## src/rtl/riscv_enc_pkg.sv

```systemverilog
// ============================================================================
// riscv_enc_pkg : RV32I opcodes, operation indices, funct3/funct7 constants
//                 and FSM state type shared by the instruction encoder.
// Revision 1.0
// ============================================================================
`default_nettype none

package riscv_enc_pkg;

    localparam int NUM_OPS = 23;

    localparam logic [6:0] OPC_R     = 7'b0110011;
    localparam logic [6:0] OPC_I     = 7'b0010011;
    localparam logic [6:0] OPC_LOAD  = 7'b0000011;
    localparam logic [6:0] OPC_STORE = 7'b0100011;
    localparam logic [6:0] OPC_BR    = 7'b1100011;
    localparam logic [6:0] OPC_JAL   = 7'b1101111;
    localparam logic [6:0] OPC_JALR  = 7'b1100111;
    localparam logic [6:0] OPC_LUI   = 7'b0110111;

    localparam logic [4:0] OP_OR   = 5'd0;
    localparam logic [4:0] OP_ADD  = 5'd1;
    localparam logic [4:0] OP_SUB  = 5'd2;
    localparam logic [4:0] OP_AND  = 5'd3;
    localparam logic [4:0] OP_XOR  = 5'd4;
    localparam logic [4:0] OP_SLT  = 5'd5;
    localparam logic [4:0] OP_SRA  = 5'd6;
    localparam logic [4:0] OP_SRL  = 5'd7;
    localparam logic [4:0] OP_SLL  = 5'd8;
    localparam logic [4:0] OP_BEQ  = 5'd9;
    localparam logic [4:0] OP_BNE  = 5'd10;
    localparam logic [4:0] OP_BLT  = 5'd11;
    localparam logic [4:0] OP_BGE  = 5'd12;
    localparam logic [4:0] OP_JAL  = 5'd13;
    localparam logic [4:0] OP_JALR = 5'd14;
    localparam logic [4:0] OP_LUI  = 5'd15;
    localparam logic [4:0] OP_LW   = 5'd16;
    localparam logic [4:0] OP_SW   = 5'd17;
    localparam logic [4:0] OP_LB   = 5'd18;
    localparam logic [4:0] OP_LH   = 5'd19;
    localparam logic [4:0] OP_LBU  = 5'd20;
    localparam logic [4:0] OP_SB   = 5'd21;
    localparam logic [4:0] OP_SH   = 5'd22;

    localparam logic [2:0] F3_ADD = 3'b000;
    localparam logic [2:0] F3_SLL = 3'b001;
    localparam logic [2:0] F3_SLT = 3'b010;
    localparam logic [2:0] F3_XOR = 3'b100;
    localparam logic [2:0] F3_SR  = 3'b101;
    localparam logic [2:0] F3_OR  = 3'b110;
    localparam logic [2:0] F3_AND = 3'b111;
    localparam logic [2:0] F3_BEQ = 3'b000;
    localparam logic [2:0] F3_BNE = 3'b001;
    localparam logic [2:0] F3_BLT = 3'b100;
    localparam logic [2:0] F3_BGE = 3'b101;
    localparam logic [2:0] F3_B   = 3'b000;
    localparam logic [2:0] F3_H   = 3'b001;
    localparam logic [2:0] F3_W   = 3'b010;
    localparam logic [2:0] F3_BU  = 3'b100;

    localparam logic [6:0] F7_BASE = 7'b0000000;
    localparam logic [6:0] F7_ALT  = 7'b0100000;

    typedef enum logic [2:0] {
        S_IDLE   = 3'd0,
        S_LOAD   = 3'd1,
        S_ENCODE = 3'd2,
        S_WRITE  = 3'd3,
        S_DONE   = 3'd4
    } state_t;

    function automatic logic [2:0] op_funct3(input logic [4:0] idx);
        logic [2:0] f;
        case (idx)
            OP_OR:            f = F3_OR;
            OP_ADD, OP_SUB:   f = F3_ADD;
            OP_AND:           f = F3_AND;
            OP_XOR:           f = F3_XOR;
            OP_SLT:           f = F3_SLT;
            OP_SRA, OP_SRL:   f = F3_SR;
            OP_SLL:           f = F3_SLL;
            OP_BEQ:           f = F3_BEQ;
            OP_BNE:           f = F3_BNE;
            OP_BLT:           f = F3_BLT;
            OP_BGE:           f = F3_BGE;
            OP_LW, OP_SW:     f = F3_W;
            OP_LB, OP_SB:     f = F3_B;
            OP_LH, OP_SH:     f = F3_H;
            OP_LBU:           f = F3_BU;
            default:          f = 3'b000;
        endcase
        return f;
    endfunction

endpackage

`default_nettype wire

```

## src/rtl/instr_field_pack.sv

```systemverilog
// ============================================================================
// instr_field_pack : combinational op/field -> RV32I word packer.
//                    ILLEGAL_CHECK_EN enables the illegal-request flag.
// Revision 1.0
// ============================================================================
`default_nettype none

module instr_field_pack
    import riscv_enc_pkg::*;
(
    input  logic [NUM_OPS-1:0] op_i,
    input  logic               imm_form_i,
    input  logic [4:0]         rd_i,
    input  logic [4:0]         rs1_i,
    input  logic [4:0]         rs2_i,
    input  logic [31:0]        imm_i,
    output logic [31:0]        word_o,
    output logic               illegal_o
);

    logic [4:0] w_sel;
    logic       w_hit;
    logic [2:0] w_f3;
    logic [6:0] w_f7;
    logic [31:0] w_r_word;

    always_comb begin
        w_sel = '0;
        w_hit = 1'b0;
        // Scan downwards so the lowest set bit is the one that sticks.
        for (int i = NUM_OPS - 1; i >= 0; i--) begin
            if (op_i[i]) begin
                w_sel = 5'(i);
                w_hit = 1'b1;
            end
        end
        w_f3     = op_funct3(w_sel);
        w_f7     = (w_sel == OP_SUB || w_sel == OP_SRA) ? F7_ALT : F7_BASE;
        w_r_word = {w_f7, rs2_i, rs1_i, w_f3, rd_i, OPC_R};

        word_o = {12'd0, 5'd0, 3'b000, 5'd0, OPC_I};
        if (w_hit) begin
            case (w_sel)
                OP_OR, OP_ADD, OP_SUB, OP_AND, OP_XOR, OP_SLT:
                    word_o = imm_form_i ? {imm_i[11:0], rs1_i, w_f3, rd_i, OPC_I} : w_r_word;
                OP_SRA, OP_SRL, OP_SLL:
                    word_o = imm_form_i ? {w_f7, imm_i[4:0], rs1_i, w_f3, rd_i, OPC_I} : w_r_word;
                OP_BEQ, OP_BNE, OP_BLT, OP_BGE:
                    word_o = {imm_i[12], imm_i[10:5], rs2_i, rs1_i, w_f3,
                              imm_i[4:1], imm_i[11], OPC_BR};
                OP_JAL:
                    word_o = {imm_i[20], imm_i[10:1], imm_i[11], imm_i[19:12], rd_i, OPC_JAL};
                OP_JALR:
                    word_o = {imm_i[11:0], rs1_i, w_f3, rd_i, OPC_JALR};
                OP_LUI:
                    word_o = {imm_i[31:12], rd_i, OPC_LUI};
                OP_LW, OP_LB, OP_LH, OP_LBU:
                    word_o = {imm_i[11:0], rs1_i, w_f3, rd_i, OPC_LOAD};
                OP_SW, OP_SB, OP_SH:
                    word_o = {imm_i[11:5], rs2_i, rs1_i, w_f3, imm_i[4:0], OPC_STORE};
                default:
                    word_o = {12'd0, 5'd0, 3'b000, 5'd0, OPC_I};
            endcase
        end
    end

`ifdef ILLEGAL_CHECK_EN
    assign illegal_o = (op_i == '0)
                    || ((op_i & (op_i - NUM_OPS'(1))) != '0)
                    || (op_i[OP_SUB] && imm_form_i);
`else
    assign illegal_o = 1'b0;
`endif

endmodule

`default_nettype wire

```

## src/rtl/instr_encoder.sv

```systemverilog
// ============================================================================
// instr_encoder : sequential loader that encodes RV32I words into imem.
//                 Optional macro ILLEGAL_CHECK_EN enables the sticky err flag.
// Revision 1.0
// ============================================================================
`default_nettype none

module instr_encoder
    import riscv_enc_pkg::*;
#(
    parameter int DEPTH  = 256,
    parameter int ADDR_W = 8
) (
    input  logic               clk,
    input  logic               reset,
    input  logic               start,
    input  logic               in_valid,
    output logic               in_ready,
    input  logic               in_last,
    input  logic [NUM_OPS-1:0] op,
    input  logic               imm_form,
    input  logic [4:0]         rd,
    input  logic [4:0]         rs1,
    input  logic [4:0]         rs2,
    input  logic [31:0]        imm,
    output logic               mem_we,
    output logic [ADDR_W-1:0]  mem_addr,
    output logic [31:0]        mem_wdata,
    output logic               done,
    output logic               err
);

    localparam logic [ADDR_W-1:0] LAST_ADDR = ADDR_W'(DEPTH - 1);

    state_t              state_q, state_d;
    logic [ADDR_W-1:0]   addr_q, addr_d;
    logic [ADDR_W-1:0]   mem_addr_q;
    logic [31:0]         mem_wdata_q;
    logic [NUM_OPS-1:0]  op_q;
    logic                form_q;
    logic [4:0]          rd_q, rs1_q, rs2_q;
    logic [31:0]         imm_q;
    logic                last_q;
    logic [31:0]         w_word;
    logic                w_illegal;
    logic                w_start_ok;

    instr_field_pack u_pack (
        .op_i       (op_q),
        .imm_form_i (form_q),
        .rd_i       (rd_q),
        .rs1_i      (rs1_q),
        .rs2_i      (rs2_q),
        .imm_i      (imm_q),
        .word_o     (w_word),
        .illegal_o  (w_illegal)
    );

    assign w_start_ok = start && (state_q == S_IDLE || state_q == S_DONE);

    always_ff @(posedge clk or posedge reset) begin
        if (reset) begin
            state_q <= S_IDLE;
            addr_q  <= '0;
        end else begin
            state_q <= state_d;
            addr_q  <= addr_d;
        end
    end

    always_comb begin
        state_d  = state_q;
        addr_d   = addr_q;
        in_ready = 1'b0;
        mem_we   = 1'b0;
        done     = 1'b0;
        case (state_q)
            S_IDLE: begin
                if (start) begin
                    state_d = S_LOAD;
                    addr_d  = '0;
                end
            end
            S_LOAD: begin
                in_ready = 1'b1;
                if (in_valid) state_d = S_ENCODE;
            end
            S_ENCODE: begin
                // An illegal request skips the write but still honours in_last.
                if (w_illegal) state_d = last_q ? S_DONE : S_LOAD;
                else           state_d = S_WRITE;
            end
            S_WRITE: begin
                mem_we  = 1'b1;
                addr_d  = addr_q + ADDR_W'(1);
                state_d = (last_q || addr_q == LAST_ADDR) ? S_DONE : S_LOAD;
            end
            S_DONE: begin
                done = 1'b1;
                if (start) begin
                    state_d = S_LOAD;
                    addr_d  = '0;
                end
            end
            default: state_d = S_IDLE;
        endcase
    end

    always_ff @(posedge clk or posedge reset) begin
        if (reset) begin
            op_q        <= '0;
            form_q      <= 1'b0;
            rd_q        <= '0;
            rs1_q       <= '0;
            rs2_q       <= '0;
            imm_q       <= '0;
            last_q      <= 1'b0;
            mem_addr_q  <= '0;
            mem_wdata_q <= '0;
        end else begin
            if (state_q == S_LOAD && in_valid) begin
                op_q   <= op;
                form_q <= imm_form;
                rd_q   <= rd;
                rs1_q  <= rs1;
                rs2_q  <= rs2;
                imm_q  <= imm;
                last_q <= in_last;
            end
            if (state_q == S_ENCODE && !w_illegal) begin
                mem_addr_q  <= addr_q;
                mem_wdata_q <= w_word;
            end
        end
    end

    assign mem_addr  = mem_addr_q;
    assign mem_wdata = mem_wdata_q;

`ifdef ILLEGAL_CHECK_EN
    logic err_q;

    always_ff @(posedge clk or posedge reset) begin
        if (reset)                                   err_q <= 1'b0;
        else if (w_start_ok)                         err_q <= 1'b0;
        else if (state_q == S_ENCODE && w_illegal)   err_q <= 1'b1;
    end

    assign err = err_q;
`else
    assign err = 1'b0;
`endif

    // start only matters in IDLE/DONE; kept as a named term for the err clear.
    logic w_unused_ok;
    assign w_unused_ok = w_start_ok;

endmodule

`default_nettype wire

```

## config.mk

```make
export PLATFORM = sky130hd
export DESIGN_NAME = instr_encoder
export DESIGN_NICKNAME = d
export VERILOG_FILES = /design/src/rtl/riscv_enc_pkg.sv /design/src/rtl/instr_field_pack.sv /design/src/rtl/instr_encoder.sv
export SDC_FILE = /design/constraint.sdc
export NUM_CORES = 1
export LEC_CHECK = 0
export CORE_ASPECT_RATIO = 1.1
export CORE_UTILIZATION = 40
export DETAILED_ROUTE_END_ITERATION = 8
export GPL_ROUTABILITY_DRIVEN = 1
export HOLD_SLACK_MARGIN = 0.15
export PLACE_DENSITY = 0.7
export SYNTH_ARGS = -nofsm -noshare
export SYNTH_HDL_FRONTEND = slang
export SYNTH_SLANG_ARGS = --single-unit
```

## constraint.sdc

```tcl
create_clock -name clk -period 11.35 [get_ports clk]
set_clock_uncertainty 0.1 [all_clocks]
set_input_delay 3.405 -clock clk [delete_from_list [all_inputs] [get_ports clk]]
set_output_delay 3.405 -clock clk [all_outputs]
set_load 0.005 [all_outputs]
```

==> results.tsv, run 1 <==
stage	metric	value	unit
detailed_routing	antenna_left	0	
layout	nets	720	
floorplan	num_rows	45	
timing	tns	0	ps
timing	holdWs	367	ps
logic_synthesis	synth_cells	525	
place	numPortBuffers	118	
setup_path	cpMaxStageDelayCell	clkdlybuf4s50_1	
power	vdd_drop_max	160	µV
timing	fmax	0.182	GHz
place	gp_congestion	0.855	
logic_synthesis	syn-num-nets	607	
flow_run	maxCapViolations	0	
floorplan	initial_utilization	41.5	%
logic_synthesis	synth_seq_cells	122	
global_routing	antenna_found_initial	0	
layout	drive_gt1_share	19.0	%
clocking	clk_latency	410	ps
setup_path	critPathLaunchType	flop	
detailed_routing	drc_errors	0	
place	dp_hpwl	9880	µm
logic_synthesis	synthesis.area	5810	µm²
detailed_routing	first_pass_iters	5	
clocking	cts_setup_buffers	0	
detailed_routing	vias	4483	
layout	regArea	3050	µm²
floorplan	io_pins	120	
layout	fillers	1227	
power	power_frac_seq	36.2	%
setup_path	cp.required	7850	ps
power	p_clk_share	25.6	%
layout	area_growth	32.9	%
global_routing	grtUsageTotal	20.6	%
power	sw_frac_of_total	34.2	%
detailed_routing	drt-initial-drc-count	269	
setup_path	path_max_fanout	9	
floorplan	die_w	117	µm
hold_path	hold_path.class	flop to flop	
outcome	status	completed	
global_routing	grt_pass1_vias	4698	
power	leakagePower	3.22	nW
timing	fin_crit_sh	48.5	%
setup_path	critical_path_class	flop to output pin	
detailed_routing	vias_per_cell	5.36	
clocking	cts_root_buffer	clkbuf_16	
layout	diodes	0	
clocking	cts_tree	yes	
logic_synthesis	synth_edf_count	0	
clocking	postCtsHoldBufs	0	
place	dpl-instance-area	7130	µm²
setup_path	slowest_delay	560	ps
floorplan	die-area	15000	µm²
clocking	clk_pin_slew_worst_paths	50	ps
floorplan	coreArea	14000	µm²
setup_path	end_kind	output pin	
detailed_routing	routed_wirelength	14000	µm
timing	hold_viol_final	0	
logic_synthesis	yosysWarnings	0	
power	combPwrFrac	38.2	%
timing	setup_viol	0	
timing	slew_viol_final	0	
logic_synthesis	syn_area_per_cell	11.1	µm²
timing	max_slew_margin	36.0	%
power	cellPowerDensity	274	nW/µm²
power	p_switching	0.724	mW
detailed_routing	post_drt_wl_per_cell	16.8	µm
clocking	cts_buffer_depth	2	
setup_path	cp.arrival	2000	ps
setup_path	crit_chain	nor2b_1 -> and2_1 -> clkdlybuf4s50_1	
layout	design_area	7730	µm²
global_routing	grt_overflow	0	
clocking	cts_buffers	17	
place	dp.cells	807	
logic_synthesis	ys_types	63	
timing	rsz0062_at_grt	false	
global_routing	grt_start_max_net_pins	77	
timing	period_minus_slack	5500	ps
layout	layout.cells.non_filler	836	
clocking	cts.sinks	122	
layout	multi_input_area	2570	µm²
clocking	htree_levels	4	
floorplan	die_h	128	µm
logic_synthesis	async_reset_ff_share	100	%
global_routing	grt_pass1_wl	23600	µm
power	p_int	1.39	mW
timing	tightest_slew	960	ps
power	totalPowerFinal	2.12	mW
clocking	cts_resized	0	
logic_synthesis	ys_seq_area_share	52.5	%
logic_synthesis	synth_flop_cell	dfrtp_1	
cell usage in the layout, fill, tap and decap left out, types with 3 or more instances in the layout:
cell / instances
ha_1: 6
nand3_1: 6
a22oi_1: 10
o21ai_0: 14
o21a_1: 3
nand3b_1: 3
o31ai_1: 5
a222oi_1: 10
a21oi_1: 16
mux2_2: 70
and2_1: 5
xor2_1: 5
a22o_1: 3
o21ai_1: 17
clkbuf_16: 17
nor2b_1: 3
bufinv_16: 3
a22oi_2: 4
a32oi_1: 3
buf_4: 4
inv_1: 13
nor4_1: 3
clkdlybuf4s50_1: 118
nor3_1: 5
nand4_1: 3
clkbuf_8: 4
dfrtp_1: 122
or4_1: 4
nand2b_1: 6
nor2_1: 34
nand2_1: 75
registers in the layout, summed over array words and instances (netlist names):
name and count:
addr_q 8, op_q 23, form_q 1, rd_q 5, mem_wdata 31, rs1_q 5
mem_addr 8, state_q 3, rs2_q 5, last_q 1, imm_q 32
worst max-delay path, delay by kind of cell (launching register included):
family                 cells  cell delay (ps)
AND/OR/NAND/NOR            2              550
flip-flops                 1              470
buffers and inverters      1              560
power by group through the flow:
stage | Clock (mW) | Sequential (mW) | Combinational [mW]
finish | 0.542 | 0.765 | 0.809
global route | 0.576 | 0.794 | 0.899
CTS | 0.556 | 0.765 | 0.815
detailed placement | 0 | 0.769 | 0.808
global placement | 0 | 0.759 | 0.792
floorplan | 0 | 0.725 | 0.581
Yosys cell counts, types with 3 or more instances:
cell,n,area (µm²)
dfrtp_1,122,3050
nand2_1,75,282
mux2_2,70,788
nor2_1,34,128
clkbuf_1,18,67.6
o21ai_1,17,85.1
a21oi_1,16,80.1
inv_1,14,52.6
o21ai_0,14,70.1
a222oi_1,10,100
a22oi_1,10,75.1
nand2b_1,7,43.8
and2_1,6,37.5
ha_1,6,75.1
nand3_1,6,30.0
nor3_1,5,25.0
o31ai_1,5,37.5
xor2_1,5,43.8
a22oi_2,4,50.1
or4_1,4,30.0
a22o_1,3,26.3
a32oi_1,3,26.3
buf_1,3,11.3
buf_6,3,33.8
nand3b_1,3,22.5
nand4_1,3,18.8
nor2b_1,3,18.8
nor4_1,3,18.8
o21a_1,3,22.5
layer usage:
layer / routed length, µm / track usage (%)
met1: 6080 / 25.6
met2: 6950 / 34.2
met3: 847 / 6.08
met4: 155 / 6.78
met5: 0 / 0
layout make-up:
type / count / share of cell area [%]
sequential: 122 / 39.5
multi-input combinational: 361 / 33.3
timing repair buffer: 122 / 15.7
clock buffer: 22 / 6.26
tap: 188 / 3.04
clock inverter: 7 / 1.51
inverter: 14 / 0.712
final timing paths:
| path | startpoint | to | slack, ps | cells past startpoint |
|---|---|---|---|---|
| setup / recovery | state_q[1] | mem_we | 5850 | 3 |
| hold / removal | mem_addr[5] | mem_addr[5] | 370 | 2 |
| setup reg to reg | op_q[14] | mem_wdata[13] | 7510 | 12 |
| hold reg to reg | mem_addr[5] | mem_addr[5] | 370 | 2 |
| max in group asynchronous | reset | imm_q[14] | 6480 | 3 |
| min in group asynchronous | reset | mem_wdata[1] | 3340 | 2 |
kinds of logic after synthesis:
logic type / share of synthesized area [%]
other: 0.0645
adders and majority gates: 1.29
and+or+nand+nor: 13.6
AOI/OAI and AO/OA: 14.6
DFF: 52.5
muxes: 13.7
buffers and inverters: 3.27
xor gates and xnor gates: 0.904
per-stage QoR:
stage / worst slack, ps / utilization, %
CTS: 5840 / 55.1
detailed placement: 5910 / 50.9
global placement: 5930 / 50.9
global route: 5730 / 55.1
floorplan: 4600 / -
finish: 5850 / 55.1
No activity file was read; power rests on OpenSTA's default activity.
==> inputs of run 2 (changes only) <==
Settings changed: PLACE_DENSITY 0.7 to 0.72.
Clock period 11.35 ns to 4.55 ns, I/O delays scaled along.
==> run 2 against run 1 <==
Net effect: wire length rose by 1.8%; sequential power rose to 2.5 times the previous value; clock power rose by 150%; design area rose by 0.49%; non-clock buffer count rose by 1; total power rose to 2.5 times the previous value; via count rose by 1.5%; worst setup slack got worse by 5000 ps; register-to-register slack got worse by 6600 ps; cell count rose by 0.48%; count of clock-buffer cells in the layout rose by 5; first-iteration DRC count rose by 41%; critical path type is now flop to flop; critical endpoint is now mem_wdata[13]; largest cell class unchanged.
==> results.tsv, run 2 (same netlist as run 1, synthesis figures left out) <==
stage	metric	value	unit
outcome	status	completed	
clocking	cts_buffer_depth	2	
place	numPortBuffers	118	
detailed_routing	post_drt_wl_per_cell	17.0	µm
layout	area_growth	33.6	%
floorplan	coreArea	14000	µm²
detailed_routing	vias	4550	
setup_path	r2r-end	mem_wdata[13]	
setup_path	path_buf_inv	1	
hold_path	whs_path_depth	2	
detailed_routing	routed_wirelength	14300	µm
setup_path	cp.required	4800	ps
clocking	cts_root_buffer	clkbuf_16	
setup_path	r2r_cells	12	
setup_path	r2r_start	op_q[6]	
clocking	cts_resized	0	
global_routing	grt_pass1_vias	4615	
timing	rsz0062_at_grt	false	
global_routing	grt_overflow	0	
timing	slew_viol_final	0	
setup_path	critPathLaunchType	flop	
detailed_routing	antenna_left	0	
layout	fillers	1214	
floorplan	num_rows	45	
power	cellPowerDensity	683	nW/µm²
clocking	htree_levels	4	
layout	nets	721	
timing	fmax	0.271	GHz
floorplan	initial_utilization	41.5	%
clocking	cts_tree	yes	
setup_path	path_max_fanout	8	
timing	tightest_slew	733	ps
setup_path	cpMaxStageDelayCell	or4_1	
layout	regArea	3050	µm²
timing	hold_viol_final	0	
place	gp_congestion	0.869	
detailed_routing	vias_per_cell	5.42	
global_routing	grt_pass1_wl	23100	µm
setup_path	end_kind	flop	
clocking	cts_setup_buffers	0	
timing	period_minus_slack	3690	ps
timing	fin_ws	863	ps
layout	drive_gt1_share	19.0	%
layout	largest_reg_flops	32	
layout	multi_input_area	2570	µm²
setup_path	cp.arrival	3930	ps
hold_path	hold_path.class	flop to flop	
global_routing	grt_start_max_net_pins	54	
setup_path	rrSetupSlack	860	ps
layout	mostFrequentLayoutCells	122 x dfrtp_1, 118 x clkdlybuf4s50_1, 75 x nand2_1	
clocking	clk_pin_slew_worst_paths	50	ps
setup_path	crit_family	compound AO/OA/AOI/OAI gates	
timing	max_slew_margin	50.7	%
clocking	clk_latency	420	ps
power	leakagePower	3.23	nW
timing	setup_viol	0	
flow_run	maxCapViolations	0	
hold_path	worstHoldEndpoint	mem_addr[2]	
floorplan	io_pins	120	
global_routing	antenna_found_initial	0	
setup_path	crit_chain	or4_1 -> nor3_1 -> o21ai_0 -> and2_1 -> inv_1 -> ha_1 -> o41a_1 -> o211ai_2 -> o221ai_1 -> a22o_1 -> a21boi_1 -> a2bb2oi_2	
timing	tns	0	ps
layout	top_register	imm_q	
global_routing	grtUsageTotal	20.4	%
layout	layout_commonest_cell	dfrtp_1	
timing	fin_crit_sh	81.0	%
layout	fin_util	55.4	%
floorplan	die-area	15000	µm²
clocking	cts.sinks	122	
detailed_routing	first_pass_iters	5	
power	vdd_drop_max	308	µV
floorplan	die_h	128	µm
hold_path	hp-start	mem_addr[2]	
clocking	cts_buffers	17	
floorplan	die_w	117	µm
power	totalPowerFinal	5.30	mW
setup_path	slowest_delay	540	ps
place	dp_hpwl	10500	µm
setup_path	critical_path_class	flop to flop	
layout	diodes	0	
detailed_routing	drc_errors	0	
place	pre_cts_ws	910	ps
clocking	postCtsHoldBufs	0	
detailed_routing	drt-initial-drc-count	380	
## run 2: cell types whose count changed in the layout (fill, tap and decap cells not counted), sizes merged
cell	delta
clkbuf	+5
buf	+1
inv	-1
clkinv	-1
clkinvlp	+1
bufinv	-1
## run 2: worst reg2reg max path: cells and delay by family (launching register included)
kind,cells,cell delay (ps)
AO/OA/AOI/OAI,7,1710
adder cells (fa/ha/maj),1,330
buffers and inverters,1,120
flip-flops,1,440
AND/OR/NAND/NOR,3,920
## run 2: cell type report
type | instances | share of cell area (%)
multi-input combinational | 361 | 33.2
clock buffer | 27 | 6.73
inverter | 14 | 0.725
sequential | 122 | 39.3
timing repair buffer | 123 | 16.0
clock inverter | 5 | 1.05
tap | 188 | 3.03
## run 2: metal layers
layer | wire length (µm) | part of all wire, % | global-route usage (%) | vias to the layer above
li1 | - | - | - | 2129
met1 | 6060 | 42 | 24.8 | 2250
met2 | 7160 | 50 | 33.9 | 150
met3 | 751 | 5.3 | 5.09 | 21
met4 | 320 | 2.2 | 9.98 | 0
met5 | 0 | 0 | 0 | -
## run 2: worst max-delay path by stage
| stage | endpoint | from | cells past startpoint |
|---|---|---|---|
| finish | mem_wdata[13] | op_q[6] | 12 |
| global route | mem_wdata[12] | op_q[6] | 12 |
| CTS | mem_wdata[13] | op_q[7] | 12 |
| floorplan | mem_wdata[21] | op_q[7] | 14 |
| global placement | mem_wdata[30] | op_q[7] | 13 |
| detailed placement | mem_wdata[30] | op_q[6] | 13 |
## run 2: power breakdown
| group | leakage, nW | switching, mW | internal [mW] | total (mW) |
|---|---|---|---|---|
| Sequential | 1.52 | 0.392 | 1.54 | 1.93 |
| Clock | 0.294 | 0.460 | 0.893 | 1.35 |
| Combinational | 1.42 | 0.985 | 1.03 | 2.02 |
| Total | 3.23 | 1.84 | 3.46 | 5.30 |
## run 2: through the flow
stage | instance area (µm²) | hold slack (ps) | instances
6_report | 7770 | 369 | 840
5_1_grt | 7770 | 414 | 840
4_1_cts | 7770 | 376 | 840
3_5_place_dp | 7160 | 362 | 808
3_3_place_gp | 7160 | 358 | 808
2_1_floorplan | 5820 | 355 | 525
